`config.mk`:
```
export PLATFORM = sky130hd
export DESIGN_NAME = dma_axi_adapter_flat
export DESIGN_NICKNAME = d
export VERILOG_FILES = /design/src/rtl/dma_axi_adapter_if.sv /design/src/rtl/dma_axi_adapter.sv /design/src/flat_wrapper.sv
export SDC_FILE = /design/constraint.sdc
export NUM_CORES = 1
export LEC_CHECK = 0
export ABC_AREA = 1
export BUFFER_PORTS_ARGS = -buffer_cell sky130_fd_sc_hd__buf_4
export CAP_MARGIN = 40
export CORE_AREA = 2 2 169 171
export DETAILED_ROUTE_END_ITERATION = 6
export DIE_AREA = 0 0 171 173
export GPL_TIMING_DRIVEN = 0
export PLACE_DENSITY = 0.41
export REMOVE_ABC_BUFFERS = 1
export SYNTH_ARGS = -nofsm -noshare
export SYNTH_HDL_FRONTEND = slang
export SYNTH_SLANG_ARGS = --single-unit
```
`constraint.sdc`:
```
create_clock -name hclk -period 2.3 [get_ports hclk]
set_input_delay 0.46 -clock hclk [delete_from_list [all_inputs] [get_ports hclk]]
set_output_delay 0.46 -clock hclk [all_outputs]
set_load 0.03 [all_outputs]
```
`src/rtl/dma_axi_adapter_if.sv`:
```
// rtl/dma_axi_adapter_if.sv - AXI3 AW/W/B/AR/R channel bundle for dma_axi_adapter
interface dma_axi_adapter_if;
  // Write address channel
  logic [31:0] axi_awaddr;
  logic [5:0]  axi_awid;
  logic [3:0]  axi_awlen;
  logic [2:0]  axi_awsize;
  logic [1:0]  axi_awburst;
  logic [3:0]  axi_awcache;
  logic [2:0]  axi_awprot;
  logic        axi_awvalid;
  logic        axi_awready;
  // Write data channel
  logic [63:0] axi_wdata;
  logic [5:0]  axi_wid;
  logic [7:0]  axi_wstrb;
  logic        axi_wlast;
  logic        axi_wvalid;
  logic        axi_wready;
  // Write response channel
  logic [1:0]  axi_bresp;
  logic        axi_bvalid;
  logic        axi_bready;
  // Read address channel
  logic [31:0] axi_araddr;
  logic [5:0]  axi_arid;
  logic [3:0]  axi_arlen;
  logic [2:0]  axi_arsize;
  logic [1:0]  axi_arburst;
  logic [3:0]  axi_arcache;
  logic [2:0]  axi_arprot;
  logic        axi_arvalid;
  logic        axi_arready;
  // Read data channel
  logic [63:0] axi_rdata;
  logic [1:0]  axi_rresp;
  logic        axi_rlast;
  logic        axi_rvalid;
  logic        axi_rready;

  modport master (
    output axi_awaddr, axi_awid, axi_awlen, axi_awsize, axi_awburst, axi_awcache, axi_awprot, axi_awvalid,
    input  axi_awready,
    output axi_wdata, axi_wid, axi_wstrb, axi_wlast, axi_wvalid,
    input  axi_wready,
    input  axi_bresp, axi_bvalid,
    output axi_bready,
    output axi_araddr, axi_arid, axi_arlen, axi_arsize, axi_arburst, axi_arcache, axi_arprot, axi_arvalid,
    input  axi_arready,
    input  axi_rdata, axi_rresp, axi_rlast, axi_rvalid,
    output axi_rready
  );

  modport slave (
    input  axi_awaddr, axi_awid, axi_awlen, axi_awsize, axi_awburst, axi_awcache, axi_awprot, axi_awvalid,
    output axi_awready,
    input  axi_wdata, axi_wid, axi_wstrb, axi_wlast, axi_wvalid,
    output axi_wready,
    output axi_bresp, axi_bvalid,
    input  axi_bready,
    input  axi_araddr, axi_arid, axi_arlen, axi_arsize, axi_arburst, axi_arcache, axi_arprot, axi_arvalid,
    output axi_arready,
    output axi_rdata, axi_rresp, axi_rlast, axi_rvalid,
    input  axi_rready
  );
endinterface

```
`src/rtl/dma_axi_adapter.sv`:
```
// rtl/dma_axi_adapter.sv - 16-beat 64-bit AXI3 burst engine between dma_control FIFOs and AXI-HP
module dma_axi_adapter #(
  parameter logic [5:0] AXI_ID   = 6'd0,
  parameter int         MIN_BUSY = 4
) (
  input  logic                hclk,
  input  logic                rst_n,
  input  logic [24:0]         cmd_addr,
  input  logic                cmd_type,
  input  logic                cmd_val,
  output logic                cmd_busy,
  input  logic [63:0]         to_data,
  input  logic                to_val,
  output logic                to_ack,
  output logic [63:0]         from_data,
  output logic                from_val,
  input  logic                from_ack,
  output logic                err,
  input  logic                err_clr,
  dma_axi_adapter_if.master   axi
);

  typedef enum logic [2:0] {
    ST_IDLE,
    ST_AR,
    ST_R,
    ST_AW,
    ST_W,
    ST_B,
    ST_HOLD
  } state_t;

  // Busy counter only needs to reach MIN_BUSY, where it saturates.
  localparam int            BW       = $clog2(MIN_BUSY + 1) + 1;
  localparam logic [BW-1:0] BUSY_SAT = BW'(MIN_BUSY);

  state_t        state;
  logic          cmd_val_d;
  logic          cmd_rise;
  logic [24:0]   addr_q;
  logic [3:0]    beat;
  logic [BW-1:0] busy_cnt;
  logic          err_q;

  logic          last_beat;
  logic          r_xfer;
  logic          w_xfer;
  logic          min_done;
  logic          err_set;

  assign last_beat = (beat == 4'd15);
  assign r_xfer    = (state == ST_R) & axi.axi_rvalid & from_ack;
  assign w_xfer    = (state == ST_W) & to_val & axi.axi_wready;
  // busy_cnt counts edges already spent busy; the edge leaving HOLD is one more.
  assign min_done  = (32'(busy_cnt) + 32'd1) >= 32'(MIN_BUSY);

  // Bad rlast placement, non-OKAY rresp on a taken beat, or non-OKAY bresp.
  assign err_set = (r_xfer & ((axi.axi_rlast != last_beat) | (axi.axi_rresp != 2'd0))) |
                   ((state == ST_B) & axi.axi_bvalid & (axi.axi_bresp != 2'd0));

  // Command edge detect, burst sequencing, beat/busy counters and sticky error.
  always_ff @(posedge hclk or negedge rst_n) begin
    if (!rst_n) begin
      state     <= ST_IDLE;
      cmd_val_d <= 1'b0;
      cmd_rise  <= 1'b0;
      addr_q    <= 25'd0;
      beat      <= 4'd0;
      busy_cnt  <= '0;
      err_q     <= 1'b0;
    end else begin
      cmd_val_d <= cmd_val;
      cmd_rise  <= cmd_val & ~cmd_val_d;

      if (err_clr) begin
        err_q <= 1'b0;
      end else if (err_set) begin
        err_q <= 1'b1;
      end

      if ((state != ST_IDLE) && (busy_cnt != BUSY_SAT)) begin
        busy_cnt <= busy_cnt + 1'b1;
      end

      case (state)
        ST_IDLE: begin
          if (cmd_rise) begin
            addr_q   <= cmd_addr;
            beat     <= 4'd0;
            busy_cnt <= '0;
            state    <= cmd_type ? ST_AW : ST_AR;
          end
        end
        ST_AR: begin
          if (axi.axi_arready) state <= ST_R;
        end
        ST_R: begin
          if (r_xfer) begin
            beat <= beat + 4'd1;
            if (last_beat) state <= ST_HOLD;
          end
        end
        ST_AW: begin
          if (axi.axi_awready) state <= ST_W;
        end
        ST_W: begin
          if (w_xfer) begin
            beat <= beat + 4'd1;
            if (last_beat) state <= ST_B;
          end
        end
        ST_B: begin
          if (axi.axi_bvalid) state <= ST_HOLD;
        end
        ST_HOLD: begin
          if (min_done) state <= ST_IDLE;
        end
        default: state <= ST_IDLE;
      endcase
    end
  end

  assign cmd_busy = (state != ST_IDLE);
  assign err      = err_q;

  // Address channels: valids come straight from the state register.
  assign axi.axi_awaddr  = {addr_q, 7'h0};
  assign axi.axi_awid    = AXI_ID;
  assign axi.axi_awlen   = 4'd15;
  assign axi.axi_awsize  = 3'd3;
  assign axi.axi_awburst = 2'b01;
  assign axi.axi_awcache = 4'b0011;
  assign axi.axi_awprot  = 3'd0;
  assign axi.axi_awvalid = (state == ST_AW);

  assign axi.axi_araddr  = {addr_q, 7'h0};
  assign axi.axi_arid    = AXI_ID;
  assign axi.axi_arlen   = 4'd15;
  assign axi.axi_arsize  = 3'd3;
  assign axi.axi_arburst = 2'b01;
  assign axi.axi_arcache = 4'b0011;
  assign axi.axi_arprot  = 3'd0;
  assign axi.axi_arvalid = (state == ST_AR);

  // Write data: zero-latency pass-through from the to-memory FIFO.
  assign axi.axi_wdata  = (state == ST_W) ? to_data : 64'd0;
  assign axi.axi_wid    = AXI_ID;
  assign axi.axi_wstrb  = 8'hff;
  assign axi.axi_wlast  = (state == ST_W) & last_beat;
  assign axi.axi_wvalid = (state == ST_W) & to_val;
  assign to_ack         = w_xfer;

  assign axi.axi_bready = (state == ST_B);

  // Read data: zero-latency pass-through into the from-memory FIFO.
  assign from_val       = (state == ST_R) & axi.axi_rvalid;
  assign from_data      = (state == ST_R) ? axi.axi_rdata : 64'd0;
  assign axi.axi_rready = (state == ST_R) & from_ack;

endmodule

```
`src/flat_wrapper.sv`:
```
// flat-port wrapper written by rule: the top's interface ports become plain ports
module dma_axi_adapter_flat 
#(
  parameter logic [5:0] AXI_ID   = 6'd0,
  parameter int         MIN_BUSY = 4
)
  (hclk, rst_n, cmd_addr, cmd_type, cmd_val, cmd_busy, to_data, to_val, to_ack, from_data, from_val, from_ack, err, err_clr, axi_axi_awaddr, axi_axi_awid, axi_axi_awlen, axi_axi_awsize, axi_axi_awburst, axi_axi_awcache, axi_axi_awprot, axi_axi_awvalid, axi_axi_awready, axi_axi_wdata, axi_axi_wid, axi_axi_wstrb, axi_axi_wlast, axi_axi_wvalid, axi_axi_wready, axi_axi_bresp, axi_axi_bvalid, axi_axi_bready, axi_axi_araddr, axi_axi_arid, axi_axi_arlen, axi_axi_arsize, axi_axi_arburst, axi_axi_arcache, axi_axi_arprot, axi_axi_arvalid, axi_axi_arready, axi_axi_rdata, axi_axi_rresp, axi_axi_rlast, axi_axi_rvalid, axi_axi_rready);
  dma_axi_adapter_if axi_i ();
  input  logic hclk;
  input  logic rst_n;
  input  logic [24:0] cmd_addr;
  input  logic cmd_type;
  input  logic cmd_val;
  output logic cmd_busy;
  input  logic [63:0] to_data;
  input  logic to_val;
  output logic to_ack;
  output logic [63:0] from_data;
  output logic from_val;
  input  logic from_ack;
  output logic err;
  input  logic err_clr;
  output wire logic [$bits(axi_i.axi_awaddr)-1:0] axi_axi_awaddr;
  output wire logic [$bits(axi_i.axi_awid)-1:0] axi_axi_awid;
  output wire logic [$bits(axi_i.axi_awlen)-1:0] axi_axi_awlen;
  output wire logic [$bits(axi_i.axi_awsize)-1:0] axi_axi_awsize;
  output wire logic [$bits(axi_i.axi_awburst)-1:0] axi_axi_awburst;
  output wire logic [$bits(axi_i.axi_awcache)-1:0] axi_axi_awcache;
  output wire logic [$bits(axi_i.axi_awprot)-1:0] axi_axi_awprot;
  output wire logic [$bits(axi_i.axi_awvalid)-1:0] axi_axi_awvalid;
  input wire logic [$bits(axi_i.axi_awready)-1:0] axi_axi_awready;
  output wire logic [$bits(axi_i.axi_wdata)-1:0] axi_axi_wdata;
  output wire logic [$bits(axi_i.axi_wid)-1:0] axi_axi_wid;
  output wire logic [$bits(axi_i.axi_wstrb)-1:0] axi_axi_wstrb;
  output wire logic [$bits(axi_i.axi_wlast)-1:0] axi_axi_wlast;
  output wire logic [$bits(axi_i.axi_wvalid)-1:0] axi_axi_wvalid;
  input wire logic [$bits(axi_i.axi_wready)-1:0] axi_axi_wready;
  input wire logic [$bits(axi_i.axi_bresp)-1:0] axi_axi_bresp;
  input wire logic [$bits(axi_i.axi_bvalid)-1:0] axi_axi_bvalid;
  output wire logic [$bits(axi_i.axi_bready)-1:0] axi_axi_bready;
  output wire logic [$bits(axi_i.axi_araddr)-1:0] axi_axi_araddr;
  output wire logic [$bits(axi_i.axi_arid)-1:0] axi_axi_arid;
  output wire logic [$bits(axi_i.axi_arlen)-1:0] axi_axi_arlen;
  output wire logic [$bits(axi_i.axi_arsize)-1:0] axi_axi_arsize;
  output wire logic [$bits(axi_i.axi_arburst)-1:0] axi_axi_arburst;
  output wire logic [$bits(axi_i.axi_arcache)-1:0] axi_axi_arcache;
  output wire logic [$bits(axi_i.axi_arprot)-1:0] axi_axi_arprot;
  output wire logic [$bits(axi_i.axi_arvalid)-1:0] axi_axi_arvalid;
  input wire logic [$bits(axi_i.axi_arready)-1:0] axi_axi_arready;
  input wire logic [$bits(axi_i.axi_rdata)-1:0] axi_axi_rdata;
  input wire logic [$bits(axi_i.axi_rresp)-1:0] axi_axi_rresp;
  input wire logic [$bits(axi_i.axi_rlast)-1:0] axi_axi_rlast;
  input wire logic [$bits(axi_i.axi_rvalid)-1:0] axi_axi_rvalid;
  output wire logic [$bits(axi_i.axi_rready)-1:0] axi_axi_rready;
  assign axi_axi_awaddr = axi_i.axi_awaddr;
  assign axi_axi_awid = axi_i.axi_awid;
  assign axi_axi_awlen = axi_i.axi_awlen;
  assign axi_axi_awsize = axi_i.axi_awsize;
  assign axi_axi_awburst = axi_i.axi_awburst;
  assign axi_axi_awcache = axi_i.axi_awcache;
  assign axi_axi_awprot = axi_i.axi_awprot;
  assign axi_axi_awvalid = axi_i.axi_awvalid;
  assign axi_i.axi_awready = axi_axi_awready;
  assign axi_axi_wdata = axi_i.axi_wdata;
  assign axi_axi_wid = axi_i.axi_wid;
  assign axi_axi_wstrb = axi_i.axi_wstrb;
  assign axi_axi_wlast = axi_i.axi_wlast;
  assign axi_axi_wvalid = axi_i.axi_wvalid;
  assign axi_i.axi_wready = axi_axi_wready;
  assign axi_i.axi_bresp = axi_axi_bresp;
  assign axi_i.axi_bvalid = axi_axi_bvalid;
  assign axi_axi_bready = axi_i.axi_bready;
  assign axi_axi_araddr = axi_i.axi_araddr;
  assign axi_axi_arid = axi_i.axi_arid;
  assign axi_axi_arlen = axi_i.axi_arlen;
  assign axi_axi_arsize = axi_i.axi_arsize;
  assign axi_axi_arburst = axi_i.axi_arburst;
  assign axi_axi_arcache = axi_i.axi_arcache;
  assign axi_axi_arprot = axi_i.axi_arprot;
  assign axi_axi_arvalid = axi_i.axi_arvalid;
  assign axi_i.axi_arready = axi_axi_arready;
  assign axi_i.axi_rdata = axi_axi_rdata;
  assign axi_i.axi_rresp = axi_axi_rresp;
  assign axi_i.axi_rlast = axi_axi_rlast;
  assign axi_i.axi_rvalid = axi_axi_rvalid;
  assign axi_axi_rready = axi_i.axi_rready;
  dma_axi_adapter #(.AXI_ID(AXI_ID), .MIN_BUSY(MIN_BUSY)) u_core (.hclk(hclk), .rst_n(rst_n), .cmd_addr(cmd_addr), .cmd_type(cmd_type), .cmd_val(cmd_val), .cmd_busy(cmd_busy), .to_data(to_data), .to_val(to_val), .to_ack(to_ack), .from_data(from_data), .from_val(from_val), .from_ack(from_ack), .err(err), .err_clr(err_clr), .axi(axi_i));
endmodule
```
# Yosys cells after proc, flatten, opt, wreduce, memory -nomap -nowiden
# Index checks and enable logic that the tools add are counted.
[totals]
register_bits = 39
wordCells = 74
output_inout_bits = 260
input_bits = 170
[op_classes]
n_reduce_logical = 10
n_mux = 22
bitwise_logic = 13
n_addsub = 3
n_lt_le_gt_ge = 1
n_eq_ne = 18
[op_table]
columns = ["operator", "count"]
rows = [
  ["$mux 64", 2],
  ["$ge 32x3->1 const B", 1],
  ["$mux 3", 9],
  ["$mux 4", 6],
  ["$pmux 3 s7", 1],
  ["$ne 2x1->1 const B", 7],
  ["$pmux 4 s3", 1],
  ["$and 1x1->1", 10],
  ["$eq 3x3->1 const B", 3],
  ["$reduce_and 9->1", 1],
  ["$add 4x1->4 const B", 2],
  ["$eq 3x2->1 const B", 2],
  ["$reduce_bool 2->1", 3],
  ["$reduce_bool 3->1", 2],
  ["$add 4x1->5 const B", 1],
  ["$eq 4x4->1 const B", 1],
  ["$ne 2x2->1 const B", 2],
  ["$ne 4x3->1 const B", 1],
  ["$reduce_and 4->1", 1],
  ["$eq 3x1->1 const B", 1],
  ["$logic_not 3->1", 1],
  ["$mux 1", 2],
  ["$mux 2", 1],
  ["$or 1x1->1", 2],
  ["4 further kinds", 4],
]

# Longest topological paths before layout
# Gate-level depths: netlist of the first run.
[logic_depth]
depth_word = 7
depth_mapped = 10
depth_no_buf = 9

# Worst setup path before layout of the first run
# Ideal clock, no wire load.
[synth_timing]
path_type = "register -> output"
startpoint = "reg u_core.state[0]"
endpoint = "out to_ack"
slack_ns = 0.176
arrival_time_ns = 1.664
path_stages_with_launch = 5
required_time_ns = 1.840
n_path_buf = 1
path_cell_list = "dfrtp_1 > nor2_4 > nand2_4 > buf_2 > nor3b_1"
[synth_between]
elab_chain_len = 3
[synth_rtl]
columns = ["element", "line_no", "rtl"]
rows = [
  ["start: declaration", "dma_axi_adapter.sv:37", "state_t state;"],
  ["start signal: assignment", "dma_axi_adapter.sv:91", "state <= cmd_type ? ST_AW : ST_AR;"],
  ["$eq 3x3->1", "dma_axi_adapter.sv:53", "assign w_xfer = (state == ST_W) & to_val & axi.axi_wready;"],
  ["$and 1x1->1 (2 in series)", "dma_axi_adapter.sv:53", ""],
  ["end: declaration", "flat_wrapper.sv:17", "output logic to_ack;"],
]
# No other way between the ends.

# Worst setup path in the final report of the first run
[layout_timing]
startpoint = "reg u_core.state[1]"
endpoint = "out to_ack"
# The elaborated chain is that of the path after synthesis.

==> impl_metrics.toml, run 1 <==
[worst_setup_path]
crit_type = "reg -> out"
cp-start-kind = "register"
timing.critical_path.from = "u_core.state[1]$_DFFE_PN0P_"
crit_required_ps = 1840
arrival_ps = 1780
cp_slowest_cell = "dfrtp_4"
worst-path-buf-inv = 2
end_kind = "primary output"
crit_fanout = 35
crit_chain = "nor2_4 -> buf_4 -> nand2_8 -> nor3b_2 -> buf_4"
cp_slowest_stage_delay_ps = 580
critPathTopFamily = "flip-flops"
r2r-start = "u_core.state[1]$_DFFE_PN0P_"
crit_top_cell = "buf_4"

[hold_path]
hold_path_class = "in -> async"

[timing]
period_needed_ps = 2240
fin_skew_ps = 4.47
holdWs_ps = 156
slew_viol_final = 0
final-setup-viol-count = 0
worstMarginPinSlew_ps = 537
hold_viol_final = 0
relSlewSlack = 0.642
setup_tns_ps = 0
rsz0062_at_grt = "true"
max_clock_freq_mhz = 447
min_period_over_period = 0.973

[synth]
synth_seq_cells = 39
yosysWarnings = 0
yosysSeqAreaShare = 0.263
synth_area_leader_cell = "dfrtp_1"
post-synth-top-area-fraction = 0.263
synth.avg_cell_area_um2 = 6.03
synthTopCellsByArea = "dfrtp_1, buf_4, inv_1, nor2_1, nand2_1"
yosys_most_used_dff = "dfrtp_1"
synth_area_mm2 = 0.00372
syn_inst = 616
ys_types = 29
async_reset_ff_frac = 1.00
synth_edf_count = 0

[placement]
dpl.hpwl_um = 15600
port_buffers = 357
dp.cells = 1305
place_congestion = 0.824

[cts]
cts-htree-levels = 2
cts.clk_slew.worst_paths_ps = 60
clock-sinks = 39
clockRootBuffer = "clkbuf_16"
clock_latency_ps = 280
clock_path_buffers = 2
tritoncts = "yes"
cts_buffers = 5
cts_hold_buf = 0

[pwr]
p_leak_nw = 4.17
p_total_mw = 8.08
powerDensity_mw_per_mm2 = 1230
irDropWorstVdd_uv = 820

[route]
wirelength_um = 19000
drt-vias-per-instance = 3.37
wl_per_cell_um = 14.4
first_iter_violations = 150
drtPass1Iterations = 4
drc = 0
vias = 4454
ant_nets = 0

[grt]
antenna_found_initial = 1
grt_pass1_wl_um = 26600
grtUsageTotal = 0.119
grt_overflow = 0
grt_pass1_vias = 4276
grt_max_degree = 40

[die]
fp-row-count = 61
dieWidth_um = 171
dieArea_mm2 = 0.0296
core-area_mm2 = 0.0276
initial_core_util = 0.135
die_h_um = 173
pin_count = 430

[finish]
instances_no_fill = 1321
nets = 1114
syn2layout_area_growth_pct = 77.2
drive_gt1_frac = 0.417

[flow_run]
drv_cap = 0

[run_status]
status = "completed"
worst register-to-register path, stage by stage, from the launching register on:
cell	delay [ps]
dfrtp_4	580
nor2_4	170
buf_4	170
buf_4	140
nand2_4	80
nor2_8	330
inv_2	320
o21ai_0	160
a21oi_1	60
cells by family (layout without fill, tap and decap cells):
logic type	after synthesis	after routing	synth area share
flip-flops	39	39	0.263
XOR/XNOR	2	2	0.00471
AO/OA/AOI/OAI	17	17	0.0249
AND/OR/NAND/NOR	286	288	0.316
other	2	73	0.00202
adder cells (fa/ha/maj)	3	3	0.0101
buffers and inverters	267	521	0.379
metal layers:
metal,vias to the layer above,global-route usage,share of wire
met3,14,0.0272,0.080
met5,-,0,0
met1,1997,0.142,0.41
met4,0,0.0247,0.014
li1,2219,-,-
met2,224,0.216,0.49
where the power goes:
part	internal [mW]	switching, mW
sequential	1.01	0.373
combinational	1.99	3.99
clock	0.434	0.283
final timing paths:
| path | end | slack, ps | depth (start not counted) |
|---|---|---|---|
| worst max-delay path | to_ack | 60 | 5 |
| worst min-delay path | u_core.addr_q[4]$_DFFE_PN0P_ | 160 | 1 |
| worst max register to register | u_core.busy_cnt[0]$_DFF_PN0_ | 180 | 8 |
| worst min register to register | u_core.cmd_rise$_DFF_PN0_ | 390 | 1 |
| max in group asynchronous | u_core.state[1]$_DFFE_PN0P_ | 1730 | 1 |
| min in group hclk | u_core.cmd_val_d$_DFF_PN0_ | 300 | 1 |
cell usage after synthesis (2+ instances only):
cell,instances
inv_1,147
nor2_1,144
nand2_1,108
buf_4,101
dfrtp_1,39
nand3_1,12
buf_2,11
a21oi_1,7
nand4_1,6
o21ai_0,5
nand2_2,4
nor2_2,4
clkbuf_1,3
ha_1,3
inv_2,3
buf_6,2
conb_1,2
nand2_4,2
o21ai_1,2
xor2_1,2
layout by cell type (no fill, tap or decap):
master and count:
clkbuf_8 1, nand3_2 1, a21oi_2 1, dfrtp_1 37, xor2_1 2, nor2_4 3, inv_1 147, clkinv_4 1
nand2_1 108, nor2_1 143, a211oi_1 1, nand2_2 3, or2_1 1, nand2_4 2, nand4_1 6, o22ai_1 1
conb_1 72, o21ai_1 2, buf_4 361, nor2_2 3, nand2_8 3, buf_12 2, inv_2 3, a21oi_1 7
nand3_1 12, ha_1 3, clkbuf_1 1, diode_2 1, nor3b_2 1, dfrtp_4 2, nor3_1 1, nor2_8 1
clkbuf_16 5, o21ai_0 5
registers in the layout, summed over array words and instances (netlist names):
signal,cells
u_core.addr_q,25
u_core.beat,4
u_core.busy_cnt,4
u_core.cmd_rise,1
u_core.cmd_val_d,1
u_core.err,1
u_core.state,3
final cells by class:
type | count | area (µm²)
fill | 3202 | 21000
timing repair buffer | 363 | 2750
multi-input combinational | 382 | 1670
sequential | 39 | 983
inverter | 150 | 563
tap | 378 | 473
clock buffer | 7 | 143
clock inverter | 1 | 8.76
antenna | 1 | 2.50
what timing repair did:
action | in CTS | in global routing
setup endpoints to repair | 135 | 36
cloned | 2 | 0
pin swaps | 3 | 1
resized for setup | 7 | 5
setup buffers | 4 | 1
through the flow:
| stage | setup WS [ps] | utilization | cell area [µm²] |
|---|---|---|---|
| 2_1_floorplan | -1.26 | - | 3130 |
| 3_3_place_gp | -352 | 0.228 | 6290 |
| 3_5_place_dp | -78.9 | 0.228 | 6310 |
| 4_1_cts | 4.29 | 0.237 | 6560 |
| 5_1_grt | -18.5 | 0.238 | 6590 |
| 6_report | 62.5 | 0.238 | 6590 |
No activity file was read; power rests on OpenSTA's default activity.
==> run 2: changes to the inputs <==
==> constraint.sdc (replaced) <==
create_clock -name hclk -period 2.4 [get_ports hclk]
set_input_delay 0.48 -clock hclk [delete_from_list [all_inputs] [get_ports hclk]]
set_output_delay 0.48 -clock hclk [all_outputs]
set_load 0.03 [all_outputs]
==> run 2 against run 1 <==
Sequential cell count stayed put. First-iteration DRC count is 8.7% higher. Clock skew barely moved. Via count up 0.27%. Sequential share of layout area about the same. Critical endpoint is now axi_axi_wdata[16]. Largest cell class unchanged. Largest power group unchanged. Highest routed layer unchanged.
==> impl_metrics.toml, run 2 (synthesis gave the netlist of run 1 again) <==
[timing]
relSlewSlack = 0.643
fin_skew_ps = 4.42
slew_viol_final = 0
worstMarginPinSlew_ps = 535
fin_ws_ps = 110
hold_viol_final = 0
period_needed_ps = 2290
max_clock_freq_mhz = 437
rsz0062_at_grt = "false"
min_period_over_period = 0.954
final-setup-viol-count = 0

[placement]
place_congestion = 0.824
dpl.hpwl_um = 15600
port_buffers = 357
pre_cts_slack_ps = 1.07

[route]
vias = 4466
first_iter_violations = 163
ant_nets = 0
drc = 0
drt-vias-per-instance = 3.38
wl_per_cell_um = 14.4
drtPass1Iterations = 4
wirelength_um = 19000

[pwr]
p_int_mw = 3.27
power.share.clock = 0.089
comb_power_share = 0.736
p_seq_frac = 0.175
netSwitchingPower_mw = 4.43
p_total_mw = 7.70
irDropWorstVdd_uv = 786
powerDensity_mw_per_mm2 = 1170
swShare = 0.576
p_leak_nw = 4.17

[grt]
grt_pass1_wl_um = 26300
antenna_found_initial = 1
grt_pass1_vias = 4256
grt_max_degree = 40
grt_overflow = 0
grtUsageTotal = 0.117

[hold_path]
hold_path_class = "in -> async"

[finish]
drive_gt1_frac = 0.414
final_cell_mix = "buf_4, inv_1, nor2_1, nand2_1, conb_1"
top_regs = "u_core.addr_q (25), u_core.beat (4), u_core.busy_cnt (4)"
largest_register_ffs = 25
layout_commonest_cell = "buf_4"
syn2layout_area_growth_pct = 76.4
final_util = 0.237
nets = 1113
regMostFlops = "u_core.addr_q"

[cts]
cts_buffers = 5
tritoncts = "yes"
clockRootBuffer = "clkbuf_16"
clock_latency_ps = 280
clock_path_buffers = 2
cts.clk_slew.worst_paths_ps = 60
cts-htree-levels = 2
clock-sinks = 39

[worst_setup_path]
arrival_ps = 1810
end_kind = "primary output"
crit_required_ps = 1920
cp-start-kind = "register"
crit_fanout = 35
crit_type = "reg -> out"

[die]
pin_count = 430
die_h_um = 173
dieArea_mm2 = 0.0296
initial_core_util = 0.135
core-area_mm2 = 0.0276
dieWidth_um = 171
fp-row-count = 61

[run_status]
status = "completed"

[flow_run]
drv_cap = 0
==> run 2: changes by cell type in the layout (fill, tap and decap cells not counted), sizes merged <==
cell,change
buf,-1
==> run 2: metrics by stage <==
| step | hold WS (ps) | TNS (ps) | area [µm²] | std cells |
|---|---|---|---|---|
| 2_1_floorplan | 184 | 0 | 3130 | 569 |
| 3_3_place_gp | 385 | -7530 | 6290 | 1304 |
| 3_5_place_dp | 383 | 0 | 6310 | 1305 |
| 4_1_cts | 195 | 0 | 6530 | 1317 |
| 5_1_grt | 208 | 0 | 6560 | 1319 |
| 6_report | 176 | 0 | 6560 | 1320 |
==> run 2: cell type report <==
| class | count | area (µm²) |
|---|---|---|
| tap | 378 | 473 |
| inverter | 150 | 563 |
| clock inverter | 1 | 8.76 |
| timing repair buffer | 362 | 2740 |
| sequential | 39 | 981 |
| clock buffer | 7 | 143 |
| multi-input combinational | 382 | 1640 |
| fill | 3201 | 21100 |
| antenna | 1 | 2.50 |
==> run 2: final timing paths <==
kind | start | endpoint | slack [ps] | cells past startpoint
setup / recovery | u_core.state[1]$_DFFE_PN0P_ | axi_axi_wdata[16] | 110 | 5
max in group asynchronous | rst_n | u_core.state[2]$_DFFE_PN0P_ | 1810 | 1
hold reg to reg | u_core.cmd_val_d$_DFF_PN0_ | u_core.cmd_rise$_DFF_PN0_ | 390 | 1
hold / removal | rst_n | u_core.addr_q[4]$_DFFE_PN0P_ | 180 | 1
setup reg to reg | u_core.state[1]$_DFFE_PN0P_ | u_core.busy_cnt[0]$_DFF_PN0_ | 300 | 8
min in group hclk | cmd_val | u_core.cmd_val_d$_DFF_PN0_ | 320 | 1
==> run 2: routing by layer <==
layer | GRT usage | vias to the layer above | wire, µm
li1 | - | 2217 | -
met5 | 0 | - | 0
met4 | 0.0251 | 0 | 323
met2 | 0.212 | 232 | 9320
met3 | 0.0275 | 15 | 1550
met1 | 0.140 | 2002 | 7810
==> run 2: what timing repair did <==
action                     4_1_cts  5_1_grt
pin swaps                        2        1
cloned                           1        1
setup endpoints to repair      112       39
hold buffers                     0        0
setup buffers                    3        1
resized for setup                5        2
==> run 2: power by group through the flow <==
stage	combinational, mW	clock, mW	sequential [mW]
final	5.67	0.687	1.35
after global routing	6.06	0.751	1.41
after CTS	5.71	0.731	1.34
after detailed placement	5.55	0	1.30
after global placement	5.51	0	1.31
after floorplan	2.45	0	2.07
==> run 2: critical path, stage by stage (launching register included) <==
cell	delay, ps
dfrtp_2	540
nor2_4	180
buf_4	160
nand2_8	170
nor2_1	240
buf_4	200
